<file path="src/rtl/tdm_pkg.sv">
// tdm_pkg: shared constants and types for the 8-channel TDM demultiplexer.
// Build option: TDM_DEMUX_PARITY_EN adds a ninth (even-parity) slot per frame.
package tdm_pkg;
   localparam int NUM_CH = 8;
`ifdef TDM_DEMUX_PARITY_EN
   localparam int FRAME_SLOTS = 9;
`else
   localparam int FRAME_SLOTS = 8;
`endif
   localparam int SLOT_W    = 4;
   // Shadow holds every slot except the last, which goes straight to dout.
   localparam int SHADOW_W  = FRAME_SLOTS - 1;
   localparam logic [SLOT_W-1:0] LAST_SLOT = SLOT_W'(FRAME_SLOTS - 1);

   typedef enum logic {
      HUNT  = 1'b0,
      TRACK = 1'b1
   } tdm_state_e;
endpackage

</file>
<file path="src/rtl/tdm_slot_counter.sv">
// tdm_slot_counter: slot position counter for the TDM demultiplexer.
// Ports:
//   clk, rst_n  clock, async active-low reset
//   i_clr       force count to 0 (highest priority)
//   i_load1     load 1 (the sync sample has just been taken as slot 0)
//   i_inc       advance one slot, wrapping after LAST_SLOT
//   o_cnt       current slot index (drives ch_sel)
// Build option: TDM_DEMUX_PARITY_EN (via tdm_pkg) sets the wrap point.
module tdm_slot_counter
   import tdm_pkg::*;
(
   input  logic              clk,
   input  logic              rst_n,
   input  logic              i_clr,
   input  logic              i_load1,
   input  logic              i_inc,
   output logic [SLOT_W-1:0] o_cnt
);

   logic [SLOT_W-1:0] r_cnt;

   always_ff @(posedge clk or negedge rst_n) begin
      if (!rst_n) begin
         r_cnt <= '0;
      end else if (i_clr) begin
         r_cnt <= '0;
      end else if (i_load1) begin
         r_cnt <= SLOT_W'(1);
      end else if (i_inc) begin
         r_cnt <= (r_cnt == LAST_SLOT) ? '0 : r_cnt + SLOT_W'(1);
      end
   end

   assign o_cnt = r_cnt;

endmodule

</file>
<file path="src/rtl/tdm_demultiplexer_8ch.sv">
// tdm_demultiplexer_8ch: recovers eight single-bit channels from a TDM serial
// stream. Locks on a slot-0 sync, tracks slot position, and presents each
// complete frame as a registered byte with a one-cycle valid strobe.
// Ports:
//   clk, rst_n   clock, async active-low reset
//   din, sync    serial sample and slot-0 marker, consumed only when en=1
//   en           sample strobe
//   dout         last complete frame, bit k = channel k
//   frame_valid  one-cycle pulse when dout updates
//   ch_sel       slot the next accepted sample lands in
//   locked       high while tracking
//   parity_err   only with TDM_DEMUX_PARITY_EN: even-parity error of last frame
// Build option: TDM_DEMUX_PARITY_EN (9-slot frame with trailing parity bit).
//
// state | meaning
// HUNT  | waiting for a sample with sync=1; all other samples ignored
// TRACK | aligned; collecting slots, checking sync at slot 0
module tdm_demultiplexer_8ch
   import tdm_pkg::*;
#(
   parameter int SYNC_LOSS_LIMIT = 2
)(
   input  logic              clk,
   input  logic              rst_n,
   input  logic              din,
   input  logic              sync,
   input  logic              en,
   output logic [NUM_CH-1:0] dout,
   output logic              frame_valid,
   output logic [SLOT_W-1:0] ch_sel,
   output logic              locked
`ifdef TDM_DEMUX_PARITY_EN
   ,
   output logic              parity_err
`endif
);

   tdm_state_e          r_state;
   logic [2:0]          r_miss;
   logic [SHADOW_W-1:0] r_shadow;
   logic [NUM_CH-1:0]   r_dout;
   logic                r_fv;
`ifdef TDM_DEMUX_PARITY_EN
   logic                r_perr;
`endif

   logic [SLOT_W-1:0] w_ch;
   logic              w_track;
   logic              w_slot0;
   logic              w_check;
   logic              w_miss_event;
   logic [3:0]        w_miss_inc;
   logic              w_drop;
   logic              w_last;
   logic              w_clr;
   logic              w_load1;
   logic              w_inc;

   assign w_track      = (r_state == TRACK);
   assign w_slot0      = (w_ch == '0);
   assign w_last       = (w_ch == LAST_SLOT);
   // Slot 0 and any early sync both resolve as a sync check.
   assign w_check      = w_slot0 | sync;
   // A check is good only when sync lines up with slot 0.
   assign w_miss_event = w_check & ~(w_slot0 & sync);
   assign w_miss_inc   = {1'b0, r_miss} + 4'd1;
   assign w_drop       = w_miss_event & (w_miss_inc >= 4'(SYNC_LOSS_LIMIT));

   assign w_clr   = en & w_track & w_drop;
   assign w_load1 = en & sync & ~w_clr;
   assign w_inc   = en & w_track & ~sync;

   tdm_slot_counter u_slot_counter (
      .clk     (clk),
      .rst_n   (rst_n),
      .i_clr   (w_clr),
      .i_load1 (w_load1),
      .i_inc   (w_inc),
      .o_cnt   (w_ch)
   );

   always_ff @(posedge clk or negedge rst_n) begin
      if (!rst_n) begin
         r_state  <= HUNT;
         r_miss   <= '0;
         r_shadow <= '0;
         r_dout   <= '0;
         r_fv     <= 1'b0;
`ifdef TDM_DEMUX_PARITY_EN
         r_perr   <= 1'b0;
`endif
      end else begin
         r_fv <= 1'b0;
         if (en) begin
            if (!w_track) begin
               if (sync) begin
                  r_shadow[0] <= din;
                  r_miss      <= '0;
                  r_state     <= TRACK;
               end
            end else if (w_check) begin
               if (w_drop) begin
                  r_state <= HUNT;
               end else begin
                  r_shadow[0] <= din;
                  r_miss      <= w_miss_event ? w_miss_inc[2:0] : 3'd0;
               end
            end else if (w_last) begin
`ifdef TDM_DEMUX_PARITY_EN
               r_dout <= r_shadow;
               r_perr <= (^r_shadow) ^ din;
`else
               r_dout <= {din, r_shadow};
`endif
               r_fv   <= 1'b1;
            end else begin
               r_shadow[w_ch[2:0]] <= din;
            end
         end
      end
   end

   assign dout        = r_dout;
   assign frame_valid = r_fv;
   assign ch_sel      = w_ch;
   assign locked      = w_track;
`ifdef TDM_DEMUX_PARITY_EN
   assign parity_err  = r_perr;
`endif

endmodule

</file>
<file path="config.mk">
export PLATFORM = sky130hd
export DESIGN_NAME = tdm_demultiplexer_8ch
export DESIGN_NICKNAME = d
export VERILOG_FILES = /design/src/rtl/tdm_pkg.sv /design/src/rtl/tdm_slot_counter.sv /design/src/rtl/tdm_demultiplexer_8ch.sv
export SDC_FILE = /design/constraint.sdc
export NUM_CORES = 1
export LEC_CHECK = 0
export CORE_ASPECT_RATIO = 0.8
export CORE_MARGIN = 2
export CORE_UTILIZATION = 52
export CTS_CLUSTER_DIAMETER = 40
export DETAILED_ROUTE_END_ITERATION = 8
export HOLD_SLACK_MARGIN = 0.02
export PLACE_DENSITY_LB_ADDON = 0.25
export SETUP_SLACK_MARGIN = 0.15
export SLEW_MARGIN = 40
export SYNTH_ARGS = -nofsm -noshare
export SYNTH_HDL_FRONTEND = slang
export SYNTH_SLANG_ARGS = --single-unit
</file>
<file path="constraint.sdc">
create_clock -name clk -period 3 [get_ports clk]
set_input_delay 0.75 -clock clk [delete_from_list [all_inputs] [get_ports clk]]
set_output_delay 0.75 -clock clk [all_outputs]
set_load 0.01 [all_outputs]
</file>
# [Yosys cells after proc, flatten, opt, wreduce, memory -nomap -nowiden]
# Index checks and enable logic that the tools add are counted.
[totals] elab_cells=64 register_bits=24 in_bits=5
[classes] bitwise=14 muxes=25 reduce_logical=8 n_eq_ne=5 order_cmp=3 add_sub_neg=2
[ops] op="4-bit 2-to-1 mux" n=4
[ops] op="4-bit AND reduction" n=4
[ops] op="3-bit 2-to-1 mux" n=5
[ops] op="1-bit 2-to-1 mux" n=14
[ops] op="1-bit AND" n=8
[ops] op="7-bit bitwise mux" n=1
[ops] op="3-bit != test (second input constant)" n=2
[ops] op="1-bit NOT" n=5
[ops] op="3-bit by 1-bit adder with 4-bit output (second input constant)" n=1
[ops] op="4-bit by 1-bit adder with 4-bit output (second input constant)" n=1
[ops] op="4-bit by 3-bit equality test with 1-bit output (second input constant)" n=1
[ops] op="4-bit by 2-bit greater-or-equal comparator with 1-bit output (second input constant)" n=1
[ops] op="4-bit zero test" n=1
[ops] op="3-bit by 4-bit < comparator with 1-bit output (second input constant)" n=1
[ops] op="1-bit demux with 3-bit select" n=1
[ops] op="3-bit by 1-bit greater-or-equal comparator with 1-bit output (second input constant)" n=1
[ops] op="3-bit nonzero test" n=1
[ops] op="2-bit by 1-bit != test with 1-bit output (second input constant)" n=1
[ops] op="2-bit != test (second input constant)" n=1
[ops] op="2-bit nonzero test" n=1
[ops] op="1-bit logical AND" n=1
[ops] op="1-bit bitwise OR" n=1

# [Depth between registers and ports, before layout]
[logic_depth] ltp_word=10 depth_mapped=10

# [Hierarchy]
# From an unflattened synthesis, not the netlist that was laid out.
[unflattened] cells_unflattened=107 area_unflattened_um2=1217.4
[modules_own_cells] mod="tdm_demultiplexer_8ch" cells_each=88 area_each_um2=1016.0 n_inst=1
[modules_own_cells] mod="tdm_slot_counter" cells_each=19 area_each_um2=201.4 n_inst=1

# [Worst setup path after synthesis]
# OpenSTA, ideal clock, no wires.
[synth_path] path_type="reg-to-reg" from="register u_slot_counter.r_cnt[1], in the netlist u_slot_counter.o_cnt[1]" to="register r_dout[7], in the netlist dout[7]" slack_ps=799 path_stages_with_launch=8 path_buffers=0 t_arrival_ps=2076 path_cell_list="dfrtp_1 -> inv_1 -> ha_1 -> nand3_1 -> ha_1 -> nand3_2 -> nor4b_4 -> mux2_2"
[synth_between] elab_chain_cells=4 elab_cells_between_ends=5 classes_between="1 x eq/ne; 2 x bitwise; 2 x reduce/logical"
[synth_rtl] element="start: declaration" line_no="tdm_slot_counter.sv:20" rtl="logic [SLOT_W-1:0] r_cnt;"
[synth_rtl] element="start signal: assignment" line_no="tdm_slot_counter.sv:30" rtl="r_cnt <= (r_cnt == LAST_SLOT) ? '0 : r_cnt + SLOT_W'(1);"
[synth_rtl] element="4-bit zero test" line_no="tdm_demultiplexer_8ch.sv:60" rtl="assign w_slot0 = (w_ch == '0);"
[synth_rtl] element="1-bit bitwise OR" line_no="tdm_demultiplexer_8ch.sv:63" rtl="assign w_check = w_slot0 | sync;"
[synth_rtl] element="1-bit NOT (no source line)"
[synth_rtl] element="4-bit AND reduction (no source line) (*)"
[synth_rtl] element="end signal: assignment" line_no="tdm_demultiplexer_8ch.sv:113" rtl="r_dout <= {din, r_shadow};"
[synth_rtl] element="end: declaration" line_no="tdm_demultiplexer_8ch.sv:41" rtl="logic [NUM_CH-1:0] r_dout;"
# Every way passes the cells marked *; elsewhere a longest branch is shown, timed or not.
# A chain may end at the register's enable or synchronous reset.

# [Final worst setup path]
[layout_path] from="input sync" to="register r_shadow[0]"
[layout_between] elab_chain_cells=6 elab_cells_between_ends=11 classes_between="2 x eq/ne; 2 x mux; 5 x bitwise; 2 x reduce/logical"
[layout_rtl] element="start: declaration" line_no="tdm_demultiplexer_8ch.sv:26" rtl="input logic sync,"
[layout_rtl] element="1-bit AND" line_no="tdm_demultiplexer_8ch.sv:65" rtl="assign w_miss_event = w_check & ~(w_slot0 & sync);"
[layout_rtl] element="1-bit NOT" line_no="tdm_demultiplexer_8ch.sv:65"
[layout_rtl] element="1-bit AND" line_no="tdm_demultiplexer_8ch.sv:65"
[layout_rtl] element="1-bit AND" line_no="tdm_demultiplexer_8ch.sv:67" rtl="assign w_drop = w_miss_event & (w_miss_inc >= 4'(SYNC_LOSS_LIMIT));"
[layout_rtl] element="3-bit != test (no source line)"
[layout_rtl] element="4-bit AND reduction (no source line)"
[layout_rtl] element="end signal: assignment" line_no="tdm_demultiplexer_8ch.sv:97" rtl="r_shadow[0] <= din;"
[layout_rtl] element="end signal: assignment" line_no="tdm_demultiplexer_8ch.sv:105" rtl="r_shadow[0] <= din;"
[layout_rtl] element="end signal: indexed assignment" line_no="tdm_demultiplexer_8ch.sv:117" rtl="r_shadow[w_ch[2:0]] <= din;"
[layout_rtl] element="end: declaration" line_no="tdm_demultiplexer_8ch.sv:40" rtl="logic [SHADOW_W-1:0] r_shadow;"
# Parallel ways exist; a longest one is shown, timed or not.

==> flow_metrics.tcl <==
set metrics [dict create \
    p_leak_uw 0.000651 \
    slew_headroom 0.597 \
    initial_utilization 0.548 \
    critPathMaxFanout 10 \
    path_class "in -> reg" \
    grt_pass1_vias 837 \
    drtPass1Iterations 4 \
    skew_ns 0.00336 \
    clk_latency_ns 0.31 \
    hold_buffers 0 \
    cap_violations 0 \
    crit_path_top_delay_cell "clkdlybuf4s50_1" \
    cts_buffer_depth 2 \
    p_seq_frac 0.444 \
    antenna_found_initial 0 \
    final_common_cell "dfrtp_1" \
    outcome "finished, final reports clean" \
    max_stage_delay_ns 0.59 \
    synth_area_per_cell_sq_um 10.9 \
    final_antenna_net_count 0 \
    p_clk_frac 0.211 \
    grt.total_usage 0.188 \
    core_area_sq_mm 0.00216 \
    cts.clk_slew.worst_paths_ns 0.12 \
    start_kind "input port" \
    crit_arrival_ns 2.80 \
    p_switching_uw 363 \
    p_per_area_mw_per_mm2 754 \
    dp.final_hpwl_microns 1600 \
    wl_per_cell_microns 14.4 \
    yosys_warnings 0 \
    drive_gt1_frac 0.186 \
    dr_total_vias 899 \
    drt_iter0_drc 26 \
    setup_viol 0 \
    grt_overflow 0 \
    synth.cell_area_sq_mm 0.00118 \
    rsz0062_at_grt "false" \
    grt_max_degree 25 \
    cts_tree "done" \
    port_buffers 18 \
    drc 0 \
    final.period_utilization 0.864 \
    p_sw_frac 0.334 \
    max_slew.worst_pin.slew_ns 0.601 \
    min_period_ns 2.59 \
    hold_violations 0 \
    cts.sinks 24 \
    fin_nets 140 \
    worstPathCellList "clkdlybuf4s50_1 > inv_1 > ha_1 > nand2_1 > a21oi_1 > a21bo_2 > o21ai_0 > mux2_2" \
    worstHoldPathType "reg -> reg" \
    area_growth_syn_to_layout_pct 21.7 \
    synth-seq-cells 24 \
    gp_congestion 0.833 \
    dieArea_sq_mm 0.00268 \
    critPathCaptureType "flop" \
    vdd_drop_max_mv 0.673 \
    synth_cell_types 25 \
    num_antenna_cells 0 \
    io_pins 19 \
    share_comb_of_total_power 0.345 \
    crit_family "buffers and inverters" \
    cp.buffers_inverters 2 \
    mostFrequentLayoutCells "dfrtp_1 (24), clkdlybuf4s50_1 (18), mux2_2 (15)" \
    die_h_microns 46.7 \
    htreeDepth 1 \
    internal-power_uw 723 \
    maxSlewViolCount 0 \
    cp.required_ns 3.21 \
    synthCells 109 \
    fin_setup_tns_ns 0 \
    grt_pass1_wl_microns 3710 \
    synth_nets 119 \
    cts_setup_buffers 0 \
    die_width_microns 57.3 \
    cts_buffers 3 \
    nFillCells 178 \
    wl_microns 2220 \
    fmax_ghz 0.386 \
    num_rows 15 \
    cts_resized 0 \
    post-route-util 0.667 \
    synth_sequential_area_ratio 0.507 \
    clockRootBuffer "clkbuf_4" \
    via_per_inst 5.84 \
]
[synth_stat cells]
library cell | n | area [sq um]
dfrtp_1 | 24 | 601
inv_1 | 8 | 30.0
o22ai_1 | 1 | 6.26
buf_2 | 2 | 10.0
nand3_1 | 8 | 40.0
ha_1 | 5 | 62.6
and3_1 | 1 | 6.26
o21ai_1 | 1 | 5.00
nor2b_1 | 1 | 6.26
nand3_2 | 1 | 10.0
nor4b_4 | 1 | 23.8
a21boi_0 | 1 | 7.51
a31oi_1 | 3 | 18.8
nor4_1 | 2 | 12.5
mux2i_1 | 1 | 10.0
nor3_1 | 6 | 30.0
a21oi_1 | 7 | 35.0
a21bo_2 | 1 | 10.0
buf_4 | 1 | 7.51
o21ai_0 | 6 | 30.0
clkbuf_2 | 1 | 5.00
nand4_1 | 1 | 6.26
nand2_1 | 8 | 30.0
nor2_1 | 3 | 11.3
mux2_2 | 15 | 169
[cell families after synthesis]
logic type | after synthesis | share of synthesized area
simple gates | 32 | 0.149
flops | 24 | 0.507
compound gates | 20 | 0.0951
mux | 16 | 0.151
buf+inv | 12 | 0.0444
fa+ha+maj | 5 | 0.0529
[sequential cells by signal, indices dropped and copies added (netlist names)]
name	count
r_miss	3
locked	1
frame_valid	1
u_slot_counter.o_cnt	4
r_shadow	7
dout	8
[worst register-to-register path: cells and delay by family, from the launching register on]
family                     cells  cell delay (ns)
DFF                            1             0.48
adders and majority gates      2             0.44
buffers and inverters          1             0.15
AOI/OAI and AO/OA              3             0.64
muxes                          1             0.36
and+or+nand+nor                2             0.13
[layout make-up]
type	count	area [sq um]	area share
Tap cell	25	31.3	0.0217
Multi-Input combinational cell	73	531	0.368
Inverter	8	30.0	0.0209
Sequential cell	24	601	0.417
Clock buffer	3	22.5	0.0156
Clock inverter	1	30.0	0.0209
Timing Repair Buffer	20	195	0.136
[path summary, 6_finish.rpt]
kind,from,endpoint,slack [ns],cells after the start
hold / removal,r_shadow[5],dout[5],0.52,1
max in group asynchronous,rst_n,u_slot_counter.o_cnt[1],1.99,2
hold reg to reg,r_shadow[5],dout[5],0.52,1
setup / recovery,sync,r_shadow[0],0.41,8
min in group asynchronous,rst_n,u_slot_counter.o_cnt[0],0.78,2
setup reg to reg,u_slot_counter.o_cnt[1],r_shadow[0],0.68,9
[layer usage]
layer,part of all wire,vias to the layer above,track usage,wire length [microns]
li1,-,430,-,-
met1,0.47,443,0.222,1040
met2,0.48,24,0.332,1060
met3,0.045,2,0.0562,99
met4,0.0068,0,0.0651,15
met5,0,-,0,0
[power groups by stage]
stage	clock network, uW	registers [uW]	logic, uW
final	230	482	374
after global routing	246	494	419
after CTS	238	481	377
after detailed placement	0	488	373
after global placement	0	485	359
after floorplan	0	471	263
[stage by stage]
stage | hold slack, ns | instance area, sq um | total power (uW) | cells | worst slack [ns]
after CTS | 0.523 | 1440 | 1100 | 154 | 0.441
after floorplan | 0.454 | 1180 | 734 | 109 | 0.799
final | 0.515 | 1440 | 1090 | 154 | 0.408
after global routing | 0.532 | 1440 | 1160 | 154 | 0.345
after global placement | 0.487 | 1390 | 844 | 150 | 0.231
after detailed placement | 0.493 | 1390 | 860 | 150 | 0.101
(Power assumes the default switching activity.)
